<file path="config.mk">
export PLATFORM = sky130hd
export DESIGN_NAME = window_loader
export DESIGN_NICKNAME = d
export VERILOG_FILES = /design/src/rtl/window_loader.sv
export SDC_FILE = /design/constraint.sdc
export NUM_CORES = 1
export LEC_CHECK = 0
export ABC_AREA = 1
export ABC_CLOCK_PERIOD_IN_PS = 4000
export CELL_PAD_IN_SITES_DETAIL_PLACEMENT = 1
export CELL_PAD_IN_SITES_GLOBAL_PLACEMENT = 1
export CORE_ASPECT_RATIO = 1.25
export CORE_MARGIN = 3
export CORE_UTILIZATION = 39
export DETAILED_ROUTE_END_ITERATION = 8
export PLACE_DENSITY = 0.89
export SLEW_MARGIN = 10
export SYNTH_ARGS = -nofsm -noshare
export SYNTH_HDL_FRONTEND = slang
export SYNTH_SLANG_ARGS = --single-unit
</file>
<file path="constraint.sdc">
create_clock -name clk -period 4 [get_ports clk]
set_input_delay 0.8 -clock clk [delete_from_list [all_inputs] [get_ports clk]]
set_output_delay 0.8 -clock clk [all_outputs]
set_load 0.005 [all_outputs]
</file>
<file path="src/rtl/window_loader.sv">
// 3x3 pixel window loader: fetches a full 9-pixel window or shifts the window
// one step (right/left/up) and fetches only the 3 newly exposed pixels.
module window_loader (
    input  logic        clk,
    input  logic        n_reset,
    input  logic [11:0] width,
    input  logic [7:0]  addr_r,
    input  logic [1:0]  direction,
    input  logic        start_i_read,
    input  logic        start_9_read,
    output logic [7:0]  mem_addr,
    output logic        mem_re,
    input  logic [7:0]  mem_rdata,
    input  logic        mem_rvalid,
    output logic [71:0] window,
    output logic        busy,
    output logic        load_done,
    output logic [1:0]  dbg_state
);

    // Memory handshake: mem_addr is valid while mem_re is high and stays put
    // until mem_rvalid is sampled high; that cycle captures mem_rdata.
    typedef enum logic [1:0] {S_IDLE = 2'd0, S_READ = 2'd1, S_DONE = 2'd2} state_t;

    localparam logic [1:0] M_FULL  = 2'b00;
    localparam logic [1:0] M_RIGHT = 2'b01;
    localparam logic [1:0] M_LEFT  = 2'b10;
    localparam logic [1:0] M_UP    = 2'b11;

    state_t      r_state;
    logic [1:0]  r_mode;
    logic [7:0]  r_anchor;
    logic [7:0]  r_width;
    logic [3:0]  r_idx;
    logic [7:0]  r_mem_addr;
    logic        r_mem_re;
    logic        r_busy;
    logic        r_done;
    logic [7:0]  r_pix [0:8];

    logic        w_start;
    logic [1:0]  w_mode;
    logic [3:0]  w_last;
    logic [3:0]  w_slot;
    logic [7:0]  w_first_addr;
    logic [7:0]  w_next_addr;
    logic        w_unused;

    function automatic logic [1:0] row_of(input logic [1:0] mode, input logic [3:0] idx);
        case (mode)
            M_FULL:          row_of = (idx < 4'd3) ? 2'd0 : (idx < 4'd6) ? 2'd1 : 2'd2;
            M_RIGHT, M_LEFT: row_of = idx[1:0];
            default:         row_of = 2'd2;
        endcase
    endfunction

    function automatic logic [1:0] col_of(input logic [1:0] mode, input logic [3:0] idx);
        case (mode)
            M_FULL:  col_of = (idx < 4'd3) ? idx[1:0] :
                              (idx < 4'd6) ? 2'(idx - 4'd3) : 2'(idx - 4'd6);
            M_RIGHT: col_of = 2'd2;
            M_LEFT:  col_of = 2'd0;
            default: col_of = idx[1:0];
        endcase
    endfunction

    // anchor + r*stride + c, wrapping at 256
    function automatic logic [7:0] pix_addr(input logic [7:0] anchor, input logic [7:0] w,
                                            input logic [1:0] mode, input logic [3:0] idx);
        logic [1:0] r;
        logic [1:0] c;
        logic [7:0] off;
        r   = row_of(mode, idx);
        c   = col_of(mode, idx);
        off = (r == 2'd0) ? 8'd0 : (r == 2'd1) ? w : {w[6:0], 1'b0};
        pix_addr = anchor + off + {6'd0, c};
    endfunction

    function automatic logic [3:0] slot_of(input logic [1:0] mode, input logic [3:0] idx);
        logic [3:0] r;
        logic [3:0] c;
        r = {2'b00, row_of(mode, idx)};
        c = {2'b00, col_of(mode, idx)};
        slot_of = r + r + r + c;
    endfunction

    always_comb begin
        w_start      = start_i_read | start_9_read;
        w_mode       = start_i_read ? M_FULL : direction;
        w_last       = (r_mode == M_FULL) ? 4'd8 : 4'd2;
        w_slot       = slot_of(r_mode, r_idx);
        w_first_addr = pix_addr(addr_r, width[7:0], w_mode, 4'd0);
        w_next_addr  = pix_addr(r_anchor, r_width, r_mode, r_idx + 4'd1);
        w_unused     = ^width[11:8];
    end

    always_ff @(posedge clk or negedge n_reset) begin
        if (!n_reset) begin
            r_state    <= S_IDLE;
            r_mode     <= M_FULL;
            r_anchor   <= 8'd0;
            r_width    <= 8'd0;
            r_idx      <= 4'd0;
            r_mem_addr <= 8'd0;
            r_mem_re   <= 1'b0;
            r_busy     <= 1'b0;
            r_done     <= 1'b0;
            for (int i = 0; i < 9; i++) r_pix[i] <= 8'd0;
        end else begin
            r_done <= 1'b0;
            case (r_state)
                S_IDLE: begin
                    if (w_start) begin
                        r_state    <= S_READ;
                        r_mode     <= w_mode;
                        r_anchor   <= addr_r;
                        r_width    <= width[7:0];
                        r_idx      <= 4'd0;
                        r_mem_addr <= w_first_addr;
                        r_mem_re   <= 1'b1;
                        r_busy     <= 1'b1;
                        // The shift frees the edge that the 3 reads refill
                        case (w_mode)
                            M_RIGHT: begin
                                r_pix[0] <= r_pix[1]; r_pix[1] <= r_pix[2];
                                r_pix[3] <= r_pix[4]; r_pix[4] <= r_pix[5];
                                r_pix[6] <= r_pix[7]; r_pix[7] <= r_pix[8];
                            end
                            M_LEFT: begin
                                r_pix[2] <= r_pix[1]; r_pix[1] <= r_pix[0];
                                r_pix[5] <= r_pix[4]; r_pix[4] <= r_pix[3];
                                r_pix[8] <= r_pix[7]; r_pix[7] <= r_pix[6];
                            end
                            M_UP: begin
                                r_pix[0] <= r_pix[3]; r_pix[1] <= r_pix[4]; r_pix[2] <= r_pix[5];
                                r_pix[3] <= r_pix[6]; r_pix[4] <= r_pix[7]; r_pix[5] <= r_pix[8];
                            end
                            default: ;
                        endcase
                    end
                end
                S_READ: begin
                    if (mem_rvalid) begin
                        r_pix[w_slot] <= mem_rdata;
                        if (r_idx == w_last) begin
                            r_state  <= S_DONE;
                            r_mem_re <= 1'b0;
                            r_done   <= 1'b1;
                        end else begin
                            r_idx      <= r_idx + 4'd1;
                            r_mem_addr <= w_next_addr;
                        end
                    end
                end
                S_DONE: begin
                    r_state <= S_IDLE;
                    r_busy  <= 1'b0;
                end
                default: r_state <= S_IDLE;
            endcase
        end
    end

    for (genvar g = 0; g < 9; g++) begin : g_win
        assign window[8*g +: 8] = r_pix[g];
    end

    assign mem_addr  = r_mem_addr;
    assign mem_re    = r_mem_re;
    assign busy      = r_busy;
    assign load_done = r_done;
    assign dbg_state = r_state;

endmodule

</file>
==> results.sh <==
export IMPL_status="finished, final reports clean"
export IMPL_vias_per_cell=5.82
export IMPL_crit_slowest_cell="fa_1"
export IMPL_wl_per_cell_um=21.5
export IMPL_synthXorXnorAreaFrac_pct=0.630
export IMPL_syn_to_final_growth_pct=27.8
export IMPL_yosysWarnings=0
export IMPL_vias=7298
export IMPL_setup_viol=0
export IMPL_async_reset_ff_share_pct=100
export IMPL_power_frac_clock_pct=9.6
export IMPL_diodes=0
export IMPL_syn_inst=905
export IMPL_end_kind="flop"
export IMPL_clockRootBuffer="clkbuf_16"
export IMPL_syn_area_um2=6960
export IMPL_synth_area_leaders="dfrtp_1, nand2_1, o21ai_0"
export IMPL_drt_pass1_iterations=5
export IMPL_synth_fa_ha_area_share_pct=7.77
export IMPL_die_area_um2=19500
export IMPL_tightest_slew_ps=1170
export IMPL_clock_skew_ps=17.9
export IMPL_die_x_um=125
export IMPL_syn_area_per_cell_um2=7.69
export IMPL_synth_edff_count=0
export IMPL_grt_antenna_before_repair=0
export IMPL_start_kind="flop"
export IMPL_final_setup_worst_slack_ps=68.8
export IMPL_hold_class="input pin to async pin"
export IMPL_internal_power_uw=4530
export IMPL_crit_chain="ha_2, inv_1, nand2_2, nor2_2, buf_4, nor2_2, nand2_2, inv_1, a32oi_2, fa_1, inv_1, ha_1, fa_2, inv_1, nor2_4, nand3_4, a221oi_4, clkbuf_16, o21ai_0"
export IMPL_ys_ff_latch=107
export IMPL_cts_tree="built"
export IMPL_max_cap_viol_count=0
export IMPL_synth_cell_types=45
export IMPL_io_pins=120
export IMPL_synth_top_area_cell="dfrtp_1"
export IMPL_switching_share_pct=52.6
export IMPL_initial_core_util_pct=40.5
export IMPL_syn_num_nets=979
export IMPL_max_stage_delay_ps=580
export IMPL_muxShareOfSynthArea_pct=0
export IMPL_powerDensity_nw_per_um2=1080
export IMPL_grt_max_degree=75
export IMPL_cp_arrival_ps=4170
export IMPL_r2r_slack_ps=70
export IMPL_die_h_um=155
export IMPL_dp_hpwl_um=18800
export IMPL_drt_iter0_drc=570
export IMPL_switching_power_uw=5040
export IMPL_synth_main_ff_cell="dfrtp_1"
export IMPL_place_ws_ps=-17.2
export IMPL_cts_made_buffers=9
export IMPL_crit_buf_inv=6
export IMPL_row_count=53
export IMPL_finalHoldViolCount=0
export IMPL_p_total_uw=9580
export IMPL_dp_cells=1227
export IMPL_p_comb_share_pct=71.1
export IMPL_cpLargestDelayFamily="adder cells"
export IMPL_crit_end="window[55]"
export IMPL_core_um2=17200
export IMPL_seqPwrFrac_pct=19.3
export IMPL_nets=1102
export IMPL_relSlewSlack_pct=21.8
export IMPL_drv_slew=0
export IMPL_ff2ff_path_depth=19
export IMPL_r2r_start="r_idx[1]"
export IMPL_stdcell_area_um2=8890
export IMPL_drt_wl_total_um=27000
export IMPL_cellLeakagePower_uw=0.00388
export IMPL_track_usage_pct=26.8
export IMPL_synth_top_family_by_area="compound AO/OA/AOI/OAI gates"
export IMPL_synth_compound_area_share_pct=26.1
export IMPL_fin_cells=1253
export IMPL_required_ps=4240
export IMPL_r2r_end="window[55]"
export IMPL_routabilityCongestion=0.913
export IMPL_h_tree_depth=3
export IMPL_hold_buffers=0
export IMPL_crit_cells=19
export IMPL_timing_fmax_mhz=254
export IMPL_worstSetupPathType="flop to flop"
export IMPL_synth_seq_area_share_pct=38.5
export IMPL_path_clk_slew_ps=80
export IMPL_clock_sinks=107
export IMPL_layout_drive_gt1_share_pct=11.1
export IMPL_grt_overflow_total=0
export IMPL_io_buffers=115
export IMPL_synth_top_area_share_pct=38.5
export IMPL_placed_area_um2=8420
export IMPL_fin_crit_sh_pct=98.3
export IMPL_fin_crit_ps=3930
export IMPL_whs_ps=408
export IMPL_clock_path_buffers=2
export IMPL_synth_simple_area_share_pct=16.7
export IMPL_ant_nets=0
export IMPL_grt_pass1_vias=7475
export IMPL_drcViolationCount=0
export IMPL_ir_worst_vdd_v=0.000623
export IMPL_grt_pass1_wl_um=41400
export IMPL_crit_start="r_idx[1]"
export IMPL_clkLatencyLatePin_ps=370
export IMPL_crit_top_cell="inv_1"
export IMPL_crit_fanout=8
[cell usage after synthesis (3+ instances only)]
cell type,number
a21oi_1,41
o22ai_1,41
ha_1,32
buf_6,8
a21oi_2,5
xor2_1,3
o21ai_0,150
a221oi_1,14
a21boi_4,3
dfrtp_1,107
nor3_1,3
a31oi_1,5
o21ai_2,15
inv_1,126
fa_1,7
inv_2,3
nand4_1,4
o21ai_1,17
nand2_1,203
nand2_2,3
nand3_1,21
buf_2,10
nor2_1,38
nor2_2,3
clkbuf_1,17
[flip-flops by register name, indices dropped and copies added, names as in the netlist]
register / count
busy: 1
dbg_state: 2
load_done: 1
mem_addr: 8
mem_re: 1
r_anchor: 8
r_idx: 4
r_mode: 2
r_width: 8
window: 72
[timing repair]
| item | in CTS | in global routing |
|---|---|---|
| pin swaps | 0 | 4 |
| resized for setup | 3 | 24 |
| setup buffers | 0 | 9 |
| setup endpoints to repair | 14 | 75 |
| gates cloned | 0 | 1 |
[placed cells by master, fill, tap and decap left out, types with 10 or more instances in the layout]
cell	instances
buf_4	29
nand3_1	21
dfrtp_1	105
o22ai_1	41
nand2_1	201
clkdlybuf4s50_1	114
a21oi_1	41
o21ai_2	16
nor2_1	36
clkbuf_16	10
ha_1	30
o21ai_1	20
o21ai_0	146
a221oi_1	14
inv_1	123
[logic make-up (layout without fill, tap and decap cells)]
group | Yosys count | after routing
AO/OA/AOI/OAI | 302 | 302
AND/OR/NAND/NOR | 283 | 283
flip-flops | 107 | 107
buffers and inverters | 169 | 297
XOR/XNOR | 5 | 5
adder cells (fa/ha/maj) | 39 | 39
[how the worst min path moves through the flow]
stage	start	endpoint	slack, ps	cells after the start
3_5_place_dp	r_anchor[2]	r_anchor[2]	470	2
6_report	n_reset	r_anchor[2]	410	1
2_1_floorplan	r_width[7]	r_width[7]	440	2
4_1_cts	n_reset	r_anchor[2]	420	1
5_1_grt	n_reset	mem_addr[1]	440	1
3_3_place_gp	r_width[7]	r_width[7]	460	2
[cell type report]
class / count / area (um^2)
clock buffers: 10 / 239
clock inverters: 6 / 55.1
fillers: 2069 / 8290
inverters: 131 / 494
multi-input cells: 629 / 3640
flip-flops and latches: 107 / 2680
well taps: 220 / 275
repair buffers: 150 / 1500
[worst register-to-register path, cell delays in order, from the launching register on]
cell,delay [ps]
dfrtp_2,420
ha_2,200
inv_1,50
nand2_2,90
nor2_2,60
buf_4,150
nor2_2,110
nand2_2,80
inv_1,80
a32oi_2,80
fa_1,580
inv_1,50
ha_1,200
fa_2,560
inv_1,100
nor2_4,190
nand3_4,110
a221oi_4,390
clkbuf_16,240
o21ai_0,90
[power groups by stage]
stage	clock network, uW	registers, uW	logic [uW]
final	920	1850	6810
after global routing	979	1890	7380
after detailed placement	0	1850	6010
after floorplan	0	1770	3760
after CTS	926	1840	6170
after global placement	0	1830	5730
[layer usage]
layer / up-vias / GRT usage (%) / part of all wire [%]
li1: 3274 / - / -
met1: 3633 / 33.6 / 42
met2: 310 / 45.6 / 49
met3: 81 / 3.16 / 4.5
met4: 0 / 13.6 / 4.9
met5: - / 0 / 0
[stage by stage]
step	TNS, ps	util [%]
finish	0	51.8
CTS	0	50.8
detailed placement	-32.0	49.0
global route	-477	51.8
global placement	0	49.0
floorplan	0	-
No activity file was read; power rests on OpenSTA's default activity.
